## src/rtl/fanout_fork_buffer_if.sv

```systemverilog
// Handshake bundle between the upstream producer, the fork buffer and its fanout destinations.
// The slave modport is the fork buffer's view; master is the surrounding fabric.
interface fanout_fork_buffer_if #(
  parameter int NUM_DST    = 6,
  parameter int DATA_WIDTH = 17
);
  logic [DATA_WIDTH-1:0] in_data;
  logic                  in_valid;
  logic                  in_ready;
  logic [DATA_WIDTH-1:0] out_data;
  logic [NUM_DST-1:0]    out_valid;
  logic [NUM_DST-1:0]    out_ready;

  modport slave (
    input  in_data,
    input  in_valid,
    output in_ready,
    output out_data,
    output out_valid,
    input  out_ready
  );

  modport master (
    output in_data,
    output in_valid,
    input  in_ready,
    input  out_data,
    input  out_valid,
    output out_ready
  );
endinterface

```

## src/rtl/fanout_fork_buffer.sv

```systemverilog
// Registered eager-fork stage: holds one token and tracks which enabled destinations still owe
// a handshake, releasing upstream as soon as the last live destination has taken it.
module fanout_fork_buffer #(
  parameter int NUM_DST    = 6,
  parameter int DATA_WIDTH = 17,
  parameter int CNT_WIDTH  = 16
) (
  input  logic                 clk,
  input  logic                 rst_n,
  input  logic                 clk_en,
  input  logic [NUM_DST-1:0]   dst_en,
  fanout_fork_buffer_if.slave  bus,
  output logic [CNT_WIDTH-1:0] acc_count
);

  logic                  full_r;
  logic [DATA_WIDTH-1:0] data_r;
  logic [NUM_DST-1:0]    pend_r;
  logic [CNT_WIDTH-1:0]  cnt_r;

  logic [NUM_DST-1:0]    live_s;
  logic [NUM_DST-1:0]    done_s;
  logic [NUM_DST-1:0]    remain_s;
  logic                  drain_s;
  logic                  in_ready_s;
  logic                  acc_s;

  function automatic logic [CNT_WIDTH-1:0] sat_inc(input logic [CNT_WIDTH-1:0] value);
    logic [CNT_WIDTH-1:0] result;
    if (value == {CNT_WIDTH{1'b1}}) begin
      result = value;
    end else begin
      result = value + {{(CNT_WIDTH-1){1'b0}}, 1'b1};
    end
    return result;
  endfunction

  // Live obligations: a cleared dst_en bit drops its destination at once.
  always_comb begin
    live_s     = pend_r & dst_en;
    done_s     = live_s & bus.out_ready;
    remain_s   = live_s & ~done_s;
    drain_s    = ~full_r | (remain_s == {NUM_DST{1'b0}});
    in_ready_s = clk_en & drain_s;
    acc_s      = bus.in_valid & in_ready_s;
  end

  assign bus.in_ready  = in_ready_s;
  assign bus.out_valid = {NUM_DST{clk_en & full_r}} & live_s;
  assign bus.out_data  = data_r;
  assign acc_count     = cnt_r;

  // Holding register, pending mask and accept counter.
  always_ff @(posedge clk) begin
    if (!rst_n) begin
      full_r <= 1'b0;
      data_r <= {DATA_WIDTH{1'b0}};
      pend_r <= {NUM_DST{1'b0}};
      cnt_r  <= {CNT_WIDTH{1'b0}};
    end else if (clk_en) begin
      if (acc_s && (dst_en == {NUM_DST{1'b0}})) begin
        // Nobody to deliver to: count the token and discard it.
        full_r <= 1'b0;
        pend_r <= {NUM_DST{1'b0}};
        cnt_r  <= sat_inc(cnt_r);
      end else if (acc_s) begin
        data_r <= bus.in_data;
        full_r <= 1'b1;
        pend_r <= dst_en;
        cnt_r  <= sat_inc(cnt_r);
      end else if (full_r && (remain_s == {NUM_DST{1'b0}})) begin
        full_r <= 1'b0;
        pend_r <= {NUM_DST{1'b0}};
      end else if (full_r) begin
        pend_r <= remain_s;
      end else begin
        pend_r <= pend_r;
      end
    end else begin
      full_r <= full_r;
    end
  end

endmodule
```

## src/flat_wrapper.sv

```systemverilog
// flat-port wrapper written by rule: the top's interface ports become plain ports
module fanout_fork_buffer_flat 
#(
  parameter int NUM_DST    = 6,
  parameter int DATA_WIDTH = 17,
  parameter int CNT_WIDTH  = 16
)
  (clk, rst_n, clk_en, dst_en, acc_count, bus_in_data, bus_in_valid, bus_in_ready, bus_out_data, bus_out_valid, bus_out_ready);
  fanout_fork_buffer_if #(.NUM_DST(NUM_DST), .DATA_WIDTH(DATA_WIDTH)) bus_i ();
  input  logic clk;
  input  logic rst_n;
  input  logic clk_en;
  input  logic [NUM_DST-1:0] dst_en;
  output logic [CNT_WIDTH-1:0] acc_count;
  input wire logic [$bits(bus_i.in_data)-1:0] bus_in_data;
  input wire logic [$bits(bus_i.in_valid)-1:0] bus_in_valid;
  output wire logic [$bits(bus_i.in_ready)-1:0] bus_in_ready;
  output wire logic [$bits(bus_i.out_data)-1:0] bus_out_data;
  output wire logic [$bits(bus_i.out_valid)-1:0] bus_out_valid;
  input wire logic [$bits(bus_i.out_ready)-1:0] bus_out_ready;
  assign bus_i.in_data = bus_in_data;
  assign bus_i.in_valid = bus_in_valid;
  assign bus_in_ready = bus_i.in_ready;
  assign bus_out_data = bus_i.out_data;
  assign bus_out_valid = bus_i.out_valid;
  assign bus_i.out_ready = bus_out_ready;
  fanout_fork_buffer #(.NUM_DST(NUM_DST), .DATA_WIDTH(DATA_WIDTH), .CNT_WIDTH(CNT_WIDTH)) u_core (.clk(clk), .rst_n(rst_n), .clk_en(clk_en), .dst_en(dst_en), .bus(bus_i), .acc_count(acc_count));
endmodule
```

## config.mk

```make
export PLATFORM = sky130hd
export DESIGN_NAME = fanout_fork_buffer_flat
export DESIGN_NICKNAME = d
export VERILOG_FILES = /design/src/rtl/fanout_fork_buffer_if.sv /design/src/rtl/fanout_fork_buffer.sv /design/src/flat_wrapper.sv
export SDC_FILE = /design/constraint.sdc
export NUM_CORES = 1
export LEC_CHECK = 0
export BUFFER_PORTS_ARGS = -buffer_cell sky130_fd_sc_hd__buf_2
export CAP_MARGIN = 20
export CORE_UTILIZATION = 40
export CTS_BUF_LIST = sky130_fd_sc_hd__clkbuf_16
export DETAILED_ROUTE_END_ITERATION = 6
export PLACE_DENSITY = 0.79
export SLEW_MARGIN = 20
export SYNTH_ARGS = -nofsm -noshare
export SYNTH_HDL_FRONTEND = slang
export SYNTH_SLANG_ARGS = --single-unit
export TNS_END_PERCENT = 20
```

## constraint.sdc

```tcl
create_clock -name clk -period 1.9 [get_ports clk]
set_input_delay 0.095 -clock clk [delete_from_list [all_inputs] [get_ports clk]]
set_output_delay 0.095 -clock clk [all_outputs]
set_load 0.01 [all_outputs]
```

### Word level (Yosys, flattened, before mapping)

Index checks and enable logic that the tools add are counted.

* register bits after elaboration: 40
* output and inout bits: 40
* logic and storage cells: 38

* $add $sub $neg: 1
* eq/ne operators: 1
* mux-type cells: 10
* bitwise logic cells: 11
* reductions and logical operators: 11

Operators with widths (number)
* 16-bit 2-to-1 mux: 3
* 6-bit bitwise AND: 4
* 6-bit 2-to-1 mux: 4
* 16-bit by 1-bit adder with 16-bit output, second input constant: 1
* 16-bit == test, second input constant: 1
* 6-bit zero test: 2
* 6-bit inverter: 1
* 2-bit AND reduction: 3
* 4-bit nonzero test: 1
* 1-bit bitwise AND: 3
* 1-bit 2-to-1 mux: 3
* 3-bit AND reduction: 1
* 3-bit nonzero test: 1
* 1-bit logical AND: 2
* 1-bit inverter: 2
* 2-bit nonzero test: 1
* 1-bit OR: 1

### Longest topological paths before layout

* depth in word-level cells: 11
* mapped depth: 7
* mapped depth without buffers: 6

### Least setup slack after synthesis

OpenSTA, ideal clock, no wires.

* path type: register to register
* start point: register u_core.cnt_r[0], in the netlist u_core.acc_count[0]
* end point: register u_core.cnt_r[12], in the netlist u_core.acc_count[12]
* library setup time: 0.070 ns
* arrival time: 1.784 ns
* path slack: 0.045 ns
* stages on the path, launching flop included: 7
* buffers on the path: 0
* period minus slack after synthesis: 1.855 ns
* path through: dfxtp_1 ha_1 nand3_1 or3_4 nor2_4 or4b_1 a21oi_1

* word-level cells in the longest chain between the ends: 4
* elaborated cells on any way between the ends: 5
* those cells by class: add/sub: 1; eq/ne: 1; mux: 3

RTL lines
* start, declared: RTL line fanout_fork_buffer.sv:19 `logic [CNT_WIDTH-1:0] cnt_r;`
* start signal, assigned: RTL line fanout_fork_buffer.sv:59 `cnt_r <= {CNT_WIDTH{1'b0}};`
* start signal, assigned: RTL line fanout_fork_buffer.sv:65 `cnt_r <= sat_inc(cnt_r);`
* start signal, assigned: RTL line fanout_fork_buffer.sv:70 `cnt_r <= sat_inc(cnt_r);`
* 16-bit by 1-bit adder with 16-bit output or 16-bit == test (tied branches): RTL line fanout_fork_buffer.sv:33, fanout_fork_buffer.sv:30
* 16-bit 2-to-1 mux *: RTL line fanout_fork_buffer.sv:30 `if (value == {CNT_WIDTH{1'b1}}) begin`
* 16-bit 2-to-1 mux: RTL line fanout_fork_buffer.sv:66 `end else if (acc_s) begin`
* 16-bit 2-to-1 mux *: RTL line fanout_fork_buffer.sv:61 `if (acc_s && (dst_en == {NUM_DST{1'b0}})) begin`

Mark *: on every way between the ends. The rest lies on a longest branch, timed or not. The select of a mux whose other input is x is not followed.
A chain may end at the register's enable or synchronous reset.

### Worst setup path in the final report

* start point: register u_core.cnt_r[1], in the netlist u_core.acc_count[1]
* end point: register u_core.cnt_r[12], in the netlist u_core.acc_count[12]

Same word-level chain as after synthesis.

==> results.sh <==
export IMPL_antenna_cells=0
export IMPL_p_leak_nw=1.102
export IMPL_power_report_internal_total_mw=1.467
export IMPL_timing_worst_setup_path_type="flip-flop to flip-flop"
export IMPL_grt_max_degree=47
export IMPL_share_of_the_synthesized_area_in_the_top_cell_type_pct=40.35
export IMPL_globalplace_congestion=0.8186
export IMPL_clk_latency_ns=0.28
export IMPL_cts_buffer_depth=2
export IMPL_r2r_setup_slack_ns=0.12
export IMPL_core_rowCount=25
export IMPL_wirelength_met1_um=2103
export IMPL_crit_path_start_kind="flip-flop"
export IMPL_synth_ff_latch_count=40
export IMPL_muxShareOfSynthArea_pct=10.09
export IMPL_max_slew_worst_pin_slew_ns=0.5057
export IMPL_cp_buffers_inverters=0
export IMPL_routed_wire_length_per_instance_um=11.81
export IMPL_switching_power_mw=0.4830
export IMPL_worst_reg_to_reg_path_cell_count=6
export IMPL_synth_cells_most_frequent="sky130_fd_sc_hd__nand2_1 (58), sky130_fd_sc_hd__dfxtp_1 (40), sky130_fd_sc_hd__mux2i_1 (20)"
export IMPL_status="complete, no violations"
export IMPL_top_signal_layer_used="met4"
export IMPL_synth_top_cells_by_area="sky130_fd_sc_hd__dfxtp_1 (40%), sky130_fd_sc_hd__nand2_1 (11%), sky130_fd_sc_hd__mux2i_1 (10%)"
export IMPL_synth_compound_area_share_pct=16.83
export IMPL_netSwitchingFraction_pct=24.76
export IMPL_end_kind="flip-flop"
export IMPL_synth_adder_area_share_pct=0.6305
export IMPL_critical_path_reg2reg_endpoint="u_core.acc_count[12]$_SDFFE_PN0P_"
export IMPL_setup_total_negative_slack_ns=0
export IMPL_min_delay_start="bus_in_data[1]"
export IMPL_worstHoldPathCells=3
export IMPL_fraction_of_layout_instances_using_a_drive_strength_above_1_pct=31.01
export IMPL_min_to="u_core.bus.out_data[1]$_SDFFE_PN0P_"
export IMPL_r2r_start="u_core.acc_count[1]$_SDFFE_PN0P_"
export IMPL_dr_first_iter_drc_count=86
export IMPL_die_area_um2=5247
export IMPL_yosys_cell_count_top_type="sky130_fd_sc_hd__nand2_1"
export IMPL_critPathArrivalTime_ns=1.99
export IMPL_hold_path_class="input port to flip-flop"
export IMPL_number_of_top_level_design_ports=73
export IMPL_register_area_um2=802.0
export IMPL_nNetsFinal=349
export IMPL_synth_simple_gate_area_share_pct=28.69
export IMPL_synth_main_ff_cell="sky130_fd_sc_hd__dfxtp_1"
export IMPL_syn_inst=239
export IMPL_final_min_period_over_clock_period_pct=93.90
export IMPL_final_cell_area_um2=2613
export IMPL_ctsHoldBuffers=0
export IMPL_cell_breakdown_of_the_critical_path="ha_1 > nand3_2 > or3_4 > nor2_4 > or4b_1 > a21oi_1"
export IMPL_htree_num_levels=2
export IMPL_core_region_area_um2=4755
export IMPL_numClockSinks=40
export IMPL_drv_cap=0
export IMPL_area_of_the_multi_input_gates_um2=1121
export IMPL_antenna_violations_before_repair=0
export IMPL_clk_transition_reported_paths_ns=0.06
export IMPL_async_set_or_reset_register_ratio_after_synthesis_pct=0
export IMPL_final_max_slew_violation_count=0
export IMPL_die_width_um=72.44
export IMPL_power_density_nw_per_um2=746.6
export IMPL_relSlewSlack_pct=66.25
export IMPL_antenna_violating_nets_post_route=0
export IMPL_timing_clock_skew_ns=0.009435
export IMPL_timing_critical_path_fanout_max=3
export IMPL_fillCellCount=479
export IMPL_global_route_usage_total_pct=17.53
export IMPL_drt_first_pass_iters=4
export IMPL_final_setup_viol_count=0
export IMPL_via_count_of_the_first_global_routing_pass=1717
export IMPL_synth_top_family_by_area="simple AND/OR/NAND/NOR gates"
export IMPL_detailedPlacementHpwl_um=3250
export IMPL_tritoncts="yes"
export IMPL_seqPwrFrac_pct=45.8
export IMPL_dpl_cell_count=374
export IMPL_port_buffers=72
export IMPL_post_synth_num_cell_types=47
export IMPL_place_area_um2=2454
export IMPL_largest_incremental_delay_on_the_critical_path_ns=0.45
export IMPL_cpLargestDelayFamily="simple AND/OR/NAND/NOR gates"
export IMPL_final_min_clock_period_ns=1.784
export IMPL_layout_core_utilization_pct=54.95
export IMPL_numCtsBuffers=5
export IMPL_net_count_after_synthesis=273
export IMPL_max_clock_freq_mhz=560.5
export IMPL_yosys_area_top_type="sky130_fd_sc_hd__dfxtp_1"
export IMPL_start_util_pct=41.74
export IMPL_route_detailed_vias_per_inst=5.154
export IMPL_cp_data_required_time_ns=2.11
export IMPL_xor_xnor_share_of_the_synthesized_area_pct=0
export IMPL_met3_length_um=247
export IMPL_die_h_um=72.44
export IMPL_global_route_wire_length_before_repair_um=7293
export IMPL_number_of_flops_mapped_to_enable_cells_by_yosys=0
export IMPL_crit_path_top_delay_cell="sky130_fd_sc_hd__or4b_1"
export IMPL_post_route_drc_count=0
export IMPL_flow_area_growth_from_synthesis_pct=31.65
export IMPL_syn_mean_instance_area_um2=8.303
export IMPL_p_comb_share_pct=12.5
export IMPL_rsz0062_at_grt="true"
export IMPL_residual_overflow_from_global_routing=0
export IMPL_route_vias_total=1974
export IMPL_yosys_warnings=0
export IMPL_vdd_ir_drop_worst_v=0.0004724
export IMPL_clock_power_share_pct=41.6
export IMPL_synth_seq_area_share_pct=40.35
export IMPL_detail_route_wirelength_um=4523
export IMPL_layoutNonFillerInstCount=383
export IMPL_detailroute_wirelength_met2_um=2112
export IMPL_cts_root_buf="sky130_fd_sc_hd__clkbuf_16"
export IMPL_finalHoldViolations=0
export IMPL_netlist_area_um2=1984
## cell usage in the layout (no fill, tap or decap), drive strengths merged, types with 2 or more instances in the layout
cell and instances:
nand3 4, a21oi 16, nand2 58, nor2b 4, nand2b 3, mux2i 20
nor4 2, and2 2, nor2 14, or3 3, inv 3, nand4 6
or4 8, o31ai 8, o41ai 2, o21ai 11, o21a 2, dfxtp 40
buf 81, clkbuf 5, nand3b 3
## worst register-to-register path: stages (launching register included)
cell and delay, ns:
sky130_fd_sc_hd__dfxtp_1 0.34, sky130_fd_sc_hd__ha_1 0.18, sky130_fd_sc_hd__nand3_2 0.11, sky130_fd_sc_hd__or3_4 0.40, sky130_fd_sc_hd__nor2_4 0.10, sky130_fd_sc_hd__or4b_1 0.45
sky130_fd_sc_hd__a21oi_1 0.14
## metrics by stage
stage / setup WS [ns] / total power [mW] / hold slack, ns
global placement: 0.1306 / 1.152 / 0.3412
finish: 0.1159 / 1.950 / 0.05216
global route: -0.002514 / 2.029 / 0.04944
detailed placement: 0.07130 / 1.158 / 0.3470
CTS: 0.05738 / 1.977 / 0.04915
floorplan: 0.04523 / 1.051 / 0.1961
## flip-flops by register name, indices dropped and copies added, names as in the netlist
signal	cells
u_core.bus.out_data	17
u_core.full_r	1
u_core.acc_count	16
u_core.pend_r	6
## power groups by stage
stage,sequential (mW),clock [mW],combinational (mW)
after floorplan,0.921,0,0.130
after CTS,0.894,0.836,0.247
after detailed placement,0.911,0,0.246
final,0.894,0.812,0.245
after global placement,0.910,0,0.242
after global routing,0.897,0.861,0.271
## cell families after synthesis
group / after synthesis
buf+inv: 14
mux: 20
compound gates: 51
flops: 40
fa+ha+maj: 1
simple gates: 113
## worst max path at each step
stage	from	end	slack, ns	cells past startpoint
global route	u_core.acc_count[1]$_SDFFE_PN0P_	u_core.acc_count[13]$_SDFFE_PN0P_	-0.003	6
detailed placement	u_core.acc_count[1]$_SDFFE_PN0P_	u_core.acc_count[12]$_SDFFE_PN0P_	0.07	6
floorplan	u_core.acc_count[0]$_SDFFE_PN0P_	u_core.acc_count[12]$_SDFFE_PN0P_	0.05	6
finish	u_core.acc_count[1]$_SDFFE_PN0P_	u_core.acc_count[12]$_SDFFE_PN0P_	0.12	6
CTS	u_core.acc_count[1]$_SDFFE_PN0P_	u_core.acc_count[12]$_SDFFE_PN0P_	0.06	6
global placement	u_core.acc_count[0]$_SDFFE_PN0P_	u_core.acc_count[12]$_SDFFE_PN0P_	0.13	6
## metal layers
metal	vias up	global-route usage [%]
met5	-	0
met4	0	6.972
met3	7	5.000
met2	54	30.22
met1	898	20.43
li1	1015	-
## area by class of cell
| class | count | share of cell area (%) |
|---|---|---|
| clock inverter | 3 | 0.7663 |
| tap | 67 | 3.209 |
| inverter | 2 | 0.2874 |
| timing repair buffer | 81 | 17.34 |
| clock buffer | 5 | 4.789 |
| multi-input combinational | 185 | 42.91 |
| sequential | 40 | 30.70 |
## timing repair
item / CTS / global route
resized for setup: 0 / 2
setup endpoints to repair: 0 / 3
buffers inserted: 0 / 1
No activity file was read; power rests on OpenSTA's default activity.
